`src/rtl/button_event_ctrl.sv`:
```
// rtl/button_event_ctrl.sv - debounced button levels to PRESS/LONG/REPEAT/RELEASE event queue
//
// Ports:
//   clock           system clock, rising edge
//   reset           synchronous, active-high
//   db_button_i     debounced button levels, 1 = pressed
//   event_valid_o   FIFO head holds an event
//   event_ready_i   consumer accepts the head when high with event_valid_o
//   event_btn_o     button index of the head event (0 while not valid)
//   event_type_o    00 PRESS, 01 LONG, 10 REPEAT, 11 RELEASE (0 while not valid)
//   fifo_count_o    current FIFO occupancy
//   overflow_o      sticky, an event was dropped since reset

module button_event_ctrl #(
  parameter int NUM_BTN    = 4,
  parameter int LONG_CYC   = 50_000_000,
  parameter int REPEAT_CYC = 10_000_000,
  parameter int FIFO_DEPTH = 8,
  localparam int BW = (NUM_BTN > 1) ? $clog2(NUM_BTN) : 1,
  localparam int CW = $clog2(FIFO_DEPTH) + 1
) (
  input  logic               clock,
  input  logic               reset,
  input  logic [NUM_BTN-1:0] db_button_i,
  output logic               event_valid_o,
  input  logic               event_ready_i,
  output logic [BW-1:0]      event_btn_o,
  output logic [1:0]         event_type_o,
  output logic [CW-1:0]      fifo_count_o,
  output logic               overflow_o
);

  localparam int MAXC = (LONG_CYC > REPEAT_CYC) ? LONG_CYC : REPEAT_CYC;
  localparam int TW   = (MAXC > 1) ? $clog2(MAXC) : 1;
  localparam int AW   = $clog2(FIFO_DEPTH);

  localparam logic [TW-1:0] LONG_LAST = TW'(LONG_CYC - 1);
  localparam logic [TW-1:0] REP_LAST  = TW'(REPEAT_CYC - 1);

  localparam logic [1:0] EV_PRESS   = 2'b00;
  localparam logic [1:0] EV_LONG    = 2'b01;
  localparam logic [1:0] EV_REPEAT  = 2'b10;
  localparam logic [1:0] EV_RELEASE = 2'b11;

  typedef enum logic [1:0] {IDLE, HELD, LONG_ST} state_t;

  logic [NUM_BTN-1:0] db_prev;
  logic [NUM_BTN-1:0] rise, fall;
  state_t             state_q [NUM_BTN];
  state_t             state_d [NUM_BTN];
  logic [TW-1:0]      timer_q [NUM_BTN];
  logic [TW-1:0]      timer_d [NUM_BTN];
  logic [NUM_BTN-1:0] ev_raise;
  logic [1:0]         ev_type [NUM_BTN];

  logic [NUM_BTN-1:0] pend_valid;
  logic [1:0]         pend_type [NUM_BTN];
  logic               overflow_q;

  logic [BW-1:0]      last_grant, grant_idx;
  logic               grant_any, grant_en;
  logic [NUM_BTN-1:0] grant_vec;

  logic [BW+1:0]      fifo_mem [FIFO_DEPTH];
  logic [AW-1:0]      wr_ptr, rd_ptr;
  logic [CW-1:0]      count;
  logic               fifo_full, pop;

  assign rise = db_button_i & ~db_prev;
  assign fall = ~db_button_i & db_prev;

  // Per-button press FSM; fall outranks the timer threshold so a release on
  // the threshold cycle yields RELEASE only.
  always_comb begin
    for (int i = 0; i < NUM_BTN; i++) begin
      state_d[i]  = state_q[i];
      timer_d[i]  = timer_q[i];
      ev_raise[i] = 1'b0;
      ev_type[i]  = EV_PRESS;
      case (state_q[i])
        IDLE: begin
          if (rise[i]) begin
            state_d[i]  = HELD;
            timer_d[i]  = '0;
            ev_raise[i] = 1'b1;
            ev_type[i]  = EV_PRESS;
          end
        end
        HELD: begin
          if (fall[i]) begin
            state_d[i]  = IDLE;
            ev_raise[i] = 1'b1;
            ev_type[i]  = EV_RELEASE;
          end else if (timer_q[i] == LONG_LAST) begin
            state_d[i]  = LONG_ST;
            timer_d[i]  = '0;
            ev_raise[i] = 1'b1;
            ev_type[i]  = EV_LONG;
          end else begin
            timer_d[i] = timer_q[i] + TW'(1);
          end
        end
        LONG_ST: begin
          if (fall[i]) begin
            state_d[i]  = IDLE;
            ev_raise[i] = 1'b1;
            ev_type[i]  = EV_RELEASE;
          end else if (timer_q[i] == REP_LAST) begin
            timer_d[i]  = '0;
            ev_raise[i] = 1'b1;
            ev_type[i]  = EV_REPEAT;
          end else begin
            timer_d[i] = timer_q[i] + TW'(1);
          end
        end
        default: state_d[i] = IDLE;
      endcase
    end
  end

  always_ff @(posedge clock) begin
    if (reset) begin
      db_prev <= '0;
      for (int i = 0; i < NUM_BTN; i++) begin
        state_q[i] <= IDLE;
        timer_q[i] <= '0;
      end
    end else begin
      db_prev <= db_button_i;
      for (int i = 0; i < NUM_BTN; i++) begin
        state_q[i] <= state_d[i];
        timer_q[i] <= timer_d[i];
      end
    end
  end

  // Round-robin: first scan indices above last_grant, then wrap to the rest.
  always_comb begin
    grant_any = 1'b0;
    grant_idx = '0;
    for (int i = 0; i < NUM_BTN; i++) begin
      if (pend_valid[i] && (i > int'(last_grant)) && !grant_any) begin
        grant_any = 1'b1;
        grant_idx = BW'(i);
      end
    end
    for (int i = 0; i < NUM_BTN; i++) begin
      if (pend_valid[i] && (i <= int'(last_grant)) && !grant_any) begin
        grant_any = 1'b1;
        grant_idx = BW'(i);
      end
    end
  end

  assign fifo_full = (count == CW'(FIFO_DEPTH));
  assign pop       = (count != '0) & event_ready_i;
  assign grant_en  = grant_any & (~fifo_full | pop);

  always_comb begin
    grant_vec = '0;
    if (grant_en) grant_vec[grant_idx] = 1'b1;
  end

  // A slot being granted this cycle frees up in time to take a new event.
  always_ff @(posedge clock) begin
    if (reset) begin
      pend_valid <= '0;
      overflow_q <= 1'b0;
      for (int i = 0; i < NUM_BTN; i++) pend_type[i] <= EV_PRESS;
    end else begin
      for (int i = 0; i < NUM_BTN; i++) begin
        if (ev_raise[i]) begin
          if (!pend_valid[i] || grant_vec[i]) begin
            pend_valid[i] <= 1'b1;
            pend_type[i]  <= ev_type[i];
          end else begin
            overflow_q <= 1'b1;
          end
        end else if (grant_vec[i]) begin
          pend_valid[i] <= 1'b0;
        end
      end
    end
  end

  always_ff @(posedge clock) begin
    if (grant_en) fifo_mem[wr_ptr] <= {grant_idx, pend_type[grant_idx]};
  end

  always_ff @(posedge clock) begin
    if (reset) begin
      wr_ptr     <= '0;
      rd_ptr     <= '0;
      count      <= '0;
      last_grant <= BW'(NUM_BTN - 1);
    end else begin
      if (grant_en) begin
        wr_ptr     <= wr_ptr + AW'(1);
        last_grant <= grant_idx;
      end
      if (pop) rd_ptr <= rd_ptr + AW'(1);
      case ({grant_en, pop})
        2'b10:   count <= count + CW'(1);
        2'b01:   count <= count - CW'(1);
        default: count <= count;
      endcase
    end
  end

  assign event_valid_o = (count != '0);
  assign event_btn_o   = event_valid_o ? fifo_mem[rd_ptr][BW+1:2] : '0;
  assign event_type_o  = event_valid_o ? fifo_mem[rd_ptr][1:0] : 2'b00;
  assign fifo_count_o  = count;
  assign overflow_o    = overflow_q;

endmodule

```
`config.mk`:
```
export PLATFORM = sky130hd
export DESIGN_NAME = button_event_ctrl
export DESIGN_NICKNAME = d
export VERILOG_FILES = /design/src/rtl/button_event_ctrl.sv
export SDC_FILE = /design/constraint.sdc
export NUM_CORES = 1
export LEC_CHECK = 0
export CAP_MARGIN = 0
export CELL_PAD_IN_SITES_DETAIL_PLACEMENT = 1
export CELL_PAD_IN_SITES_GLOBAL_PLACEMENT = 1
export CORE_ASPECT_RATIO = 0.9
export CORE_MARGIN = 3
export CORE_UTILIZATION = 46
export CTS_BUF_LIST = sky130_fd_sc_hd__clkbuf_8
export CTS_CLUSTER_DIAMETER = 200
export CTS_CLUSTER_SIZE = 10
export DETAILED_ROUTE_END_ITERATION = 8
export GPL_ROUTABILITY_DRIVEN = 0
export GPL_TIMING_DRIVEN = 0
export PLACE_DENSITY_LB_ADDON = 0.1
export SYNTH_ARGS = -nofsm -noshare
export SYNTH_HDL_FRONTEND = slang
export SYNTH_SLANG_ARGS = --single-unit
```
`constraint.sdc`:
```
create_clock -name clock -period 2.2 [get_ports clock]
set_clock_uncertainty 0.05 [all_clocks]
set_input_delay 0.33 -clock clock [delete_from_list [all_inputs] [get_ports clock]]
set_output_delay 0.33 -clock clock [all_outputs]
set_load 0.02 [all_outputs]
```
==> flow_metrics.py <==
metrics = {
    "clock_tree": {
        "root_buffer": "clkbuf_8",
        "clk_path_buf_depth": 2,
        "clkTransAtPathRegs_ns": 0.11,
        "h-tree-depth": 4,
        "cts_hold_buf": 0,
        "cts_tree": "done",
        "numCtsBuffers": 17,
        "clock_sinks": 176,
        "insertion_delay_ns": 0.47,
    },
    "timing": {
        "drv_slew": 0,
        "slew-limit-headroom_pct": 38.36,
        "tightest_slew_ns": 0.9161,
        "finalSetupViolCount": 22,
        "hold_viol": 0,
        "fin_crit_sh_pct": 108.9,
        "grt_setup_unrepaired": "true",
        "period_needed_ns": 2.396,
        "fin_ws_ns": -0.1961,
        "clock.fmax_mhz": 417.3,
    },
    "flow_run": {
        "drv_cap": 0,
    },
    "yosys": {
        "ys_seq_elements": 176,
        "synth_cells": 1002,
        "yosysSeqAreaShare_pct": 43.02,
        "syn_area_sq_mm": 0.009120,
        "synth_area_per_cell_sq_um": 9.102,
        "synth.distinct_cells": 78,
        "synth.yosys.warnings": 0,
        "synth_nets": 1035,
        "async_flop_share_pct": 0,
        "synth_edf_count": 40,
        "ys.flop_type": "dfxtp_1",
    },
    "detailed_routing": {
        "first_iter_violations": 463,
        "first_pass_iters": 5,
        "wire_per_inst_microns": 18.82,
        "drc_errors": 0,
        "dr_total_vias": 8008,
        "vias_per_cell": 5.728,
        "ant_nets": 0,
        "routed_wl_microns": 26310,
    },
    "hold_path": {
        "min_path_type": "input port to register",
        "hold_depth": 3,
    },
    "critical_path": {
        "cp-start-kind": "register",
        "required_ns": 2.43,
        "path_max_fanout": 5,
        "critPathArrivalTime_ns": 2.62,
        "critPathKind": "register to register",
        "worstSetupEndpointType": "register",
        "reg2regPathDepth": 8,
    },
    "global_route": {
        "grt_usage_pct": 23.20,
        "grt_start_max_net_pins": 18,
        "antenna_found_initial": 0,
        "grt_first_pass_wirelength_microns": 41260,
        "grt_pass1_vias": 8106,
        "overflow": 0,
    },
    "layout": {
        "fillers": 2152,
        "num_antenna_cells": 0,
        "final_common_cell": "nor2_1",
        "layout-drive-gt1-share_pct": 30.66,
        "nets": 1168,
        "final_util_pct": 61.08,
        "area_delta_synth_final_pct": 29.52,
        "layout_common_cells": "nor2_1 (128), dfxtp_1 (90), buf_4 (88)",
    },
    "floorplan": {
        "dieArea_sq_mm": 0.02155,
        "core_sq_mm": 0.01934,
        "die_y_microns": 139.6,
        "start_util_pct": 47.16,
        "rows": 48,
        "ioPinCount": 17,
        "die_w_microns": 154.4,
    },
    "pwr": {
        "peakVddDrop_v": 0.0006756,
        "p_per_area_mw_per_mm2": 1037,
        "power.total_mw": 12.25,
        "p_leak_nw": 4.007,
    },
    "status": {
        "status": "finished with violations",
        "violations": "negative setup slack",
    },
    "placed_design": {
        "place_hpwl_microns": 16070,
        "io_buffers": 16,
    },
}
-- what timing repair did --
action                                 in CTS  in global routing
endpoints found under the hold margin       0                  0
setup endpoints to repair                 168                161
pin swaps                                  51                 69
cloned                                      1                  2
resized for setup                         147                125
buffers inserted                           63                 41
-- critical path, stage by stage (launching register included) --
cell       delay, ns
dfxtp_4         0.38
or3_4           0.40
nor4_4          0.32
buf_4           0.19
a2111oi_2       0.06
nor4_2          0.27
buf_4           0.18
nand4b_1        0.15
nor3_1          0.21
-- state kept, by name, summed over array words and instances, names as in the netlist, named ones only --
name,count
db_prev,4
overflow_o,1
rd_ptr,3
fifo_count_o,4
state_q,8
last_grant,2
wr_ptr,3
timer_q,104
pend_type,8
fifo_mem,32
pend_valid,4
-- per-stage QoR --
stage               instance area (sq um)  setup TNS [ns]  hold slack (ns)  std cells  setup WS, ns
finish                              11810          -1.106           0.2859       1398       -0.1961
global route                        11810          -6.571           0.2787       1398       -0.3509
CTS                                 11100         -0.5039           0.4506       1358       -0.1159
detailed placement                   9708          -89.13           0.4209       1268       -0.9446
global placement                     9708          -80.92           0.4203       1268       -0.9770
floorplan                            9235         -0.9274           0.4041       1002       -0.1161
-- logic make-up (layout without fill, tap and decap cells) --
logic type | Yosys count | in the layout | share of synthesized area [%]
simple gates | 480 | 480 | 28.00
flops | 176 | 176 | 43.02
compound gates | 150 | 150 | 11.13
xor+xnor | 83 | 83 | 7.971
buf+inv | 68 | 214 | 3.046
fa+ha+maj | 26 | 26 | 3.649
mux | 19 | 19 | 3.183
-- layout make-up --
cell class                 count  area, sq um  area share (%)
clock inverter                15        146.4           1.239
timing repair buffer         121         1028           8.707
sequential                   176         4029           34.11
tap                          250        312.8           2.648
clock buffer                  17        234.0           1.981
buffer                        23        173.9           1.472
multi-input combinational    758         5728           48.49
inverter                      38        160.2           1.356
-- where the power goes --
| part | switching [mW] | internal [mW] |
|---|---|---|
| Clock | 1.30 | 0.935 |
| Sequential | 0.363 | 3.84 |
| Combinational | 3.12 | 2.70 |
-- cells in the mapped netlist, types with 6 or more instances --
master / number / share of area (%)
nor2_1: 137 / 5.6
dfxtp_1: 136 / 30
nand2_1: 80 / 3.3
xnor2_1: 48 / 4.6
a21oi_1: 43 / 2.4
nand3_1: 43 / 2.4
edfxtp_1: 40 / 13
inv_1: 38 / 1.6
xor2_1: 35 / 3.4
nand4_1: 31 / 2.1
nor3_1: 31 / 1.7
o21ai_0: 27 / 1.5
ha_1: 25 / 3.4
and3_1: 22 / 1.5
nand2b_1: 19 / 1.3
nor2b_1: 19 / 1.3
clkbuf_1: 16 / 0.66
nor4_1: 15 / 1.0
a31oi_1: 11 / 0.75
buf_2: 11 / 0.60
mux2i_1: 11 / 1.2
and2_1: 9 / 0.62
and4_1: 9 / 0.86
or2_2: 9 / 0.62
mux4_2: 8 / 2.0
or3_1: 8 / 0.55
a21o_1: 7 / 0.58
nor4bb_1: 7 / 0.77
o21a_1: 7 / 0.58
nand3b_1: 6 / 0.49
-- final timing paths --
check                               from                            end  slack [ns]
min                        event_ready_i                       register        0.29
max           timer_q[3][8]$_SDFFE_PP0P_  pend_type[3][1]$_SDFFCE_PN0P_       -0.20
min reg2reg  timer_q[2][13]$_SDFFE_PP0P_    timer_q[2][13]$_SDFFE_PP0P_        0.45
max reg2reg   timer_q[3][8]$_SDFFE_PP0P_  pend_type[3][1]$_SDFFCE_PN0P_       -0.20
-- metal layers --
metal  GRT usage (%)  vias to the layer above  part of all wire [%]
met2           38.33                      116                    49
met4           6.180                        0                   1.5
met3           3.980                       30                   2.3
met1           31.65                     4002                    47
li1                -                     3860                     -
met5               0                        -                     0
No activity file was read; power rests on OpenSTA's default activity.
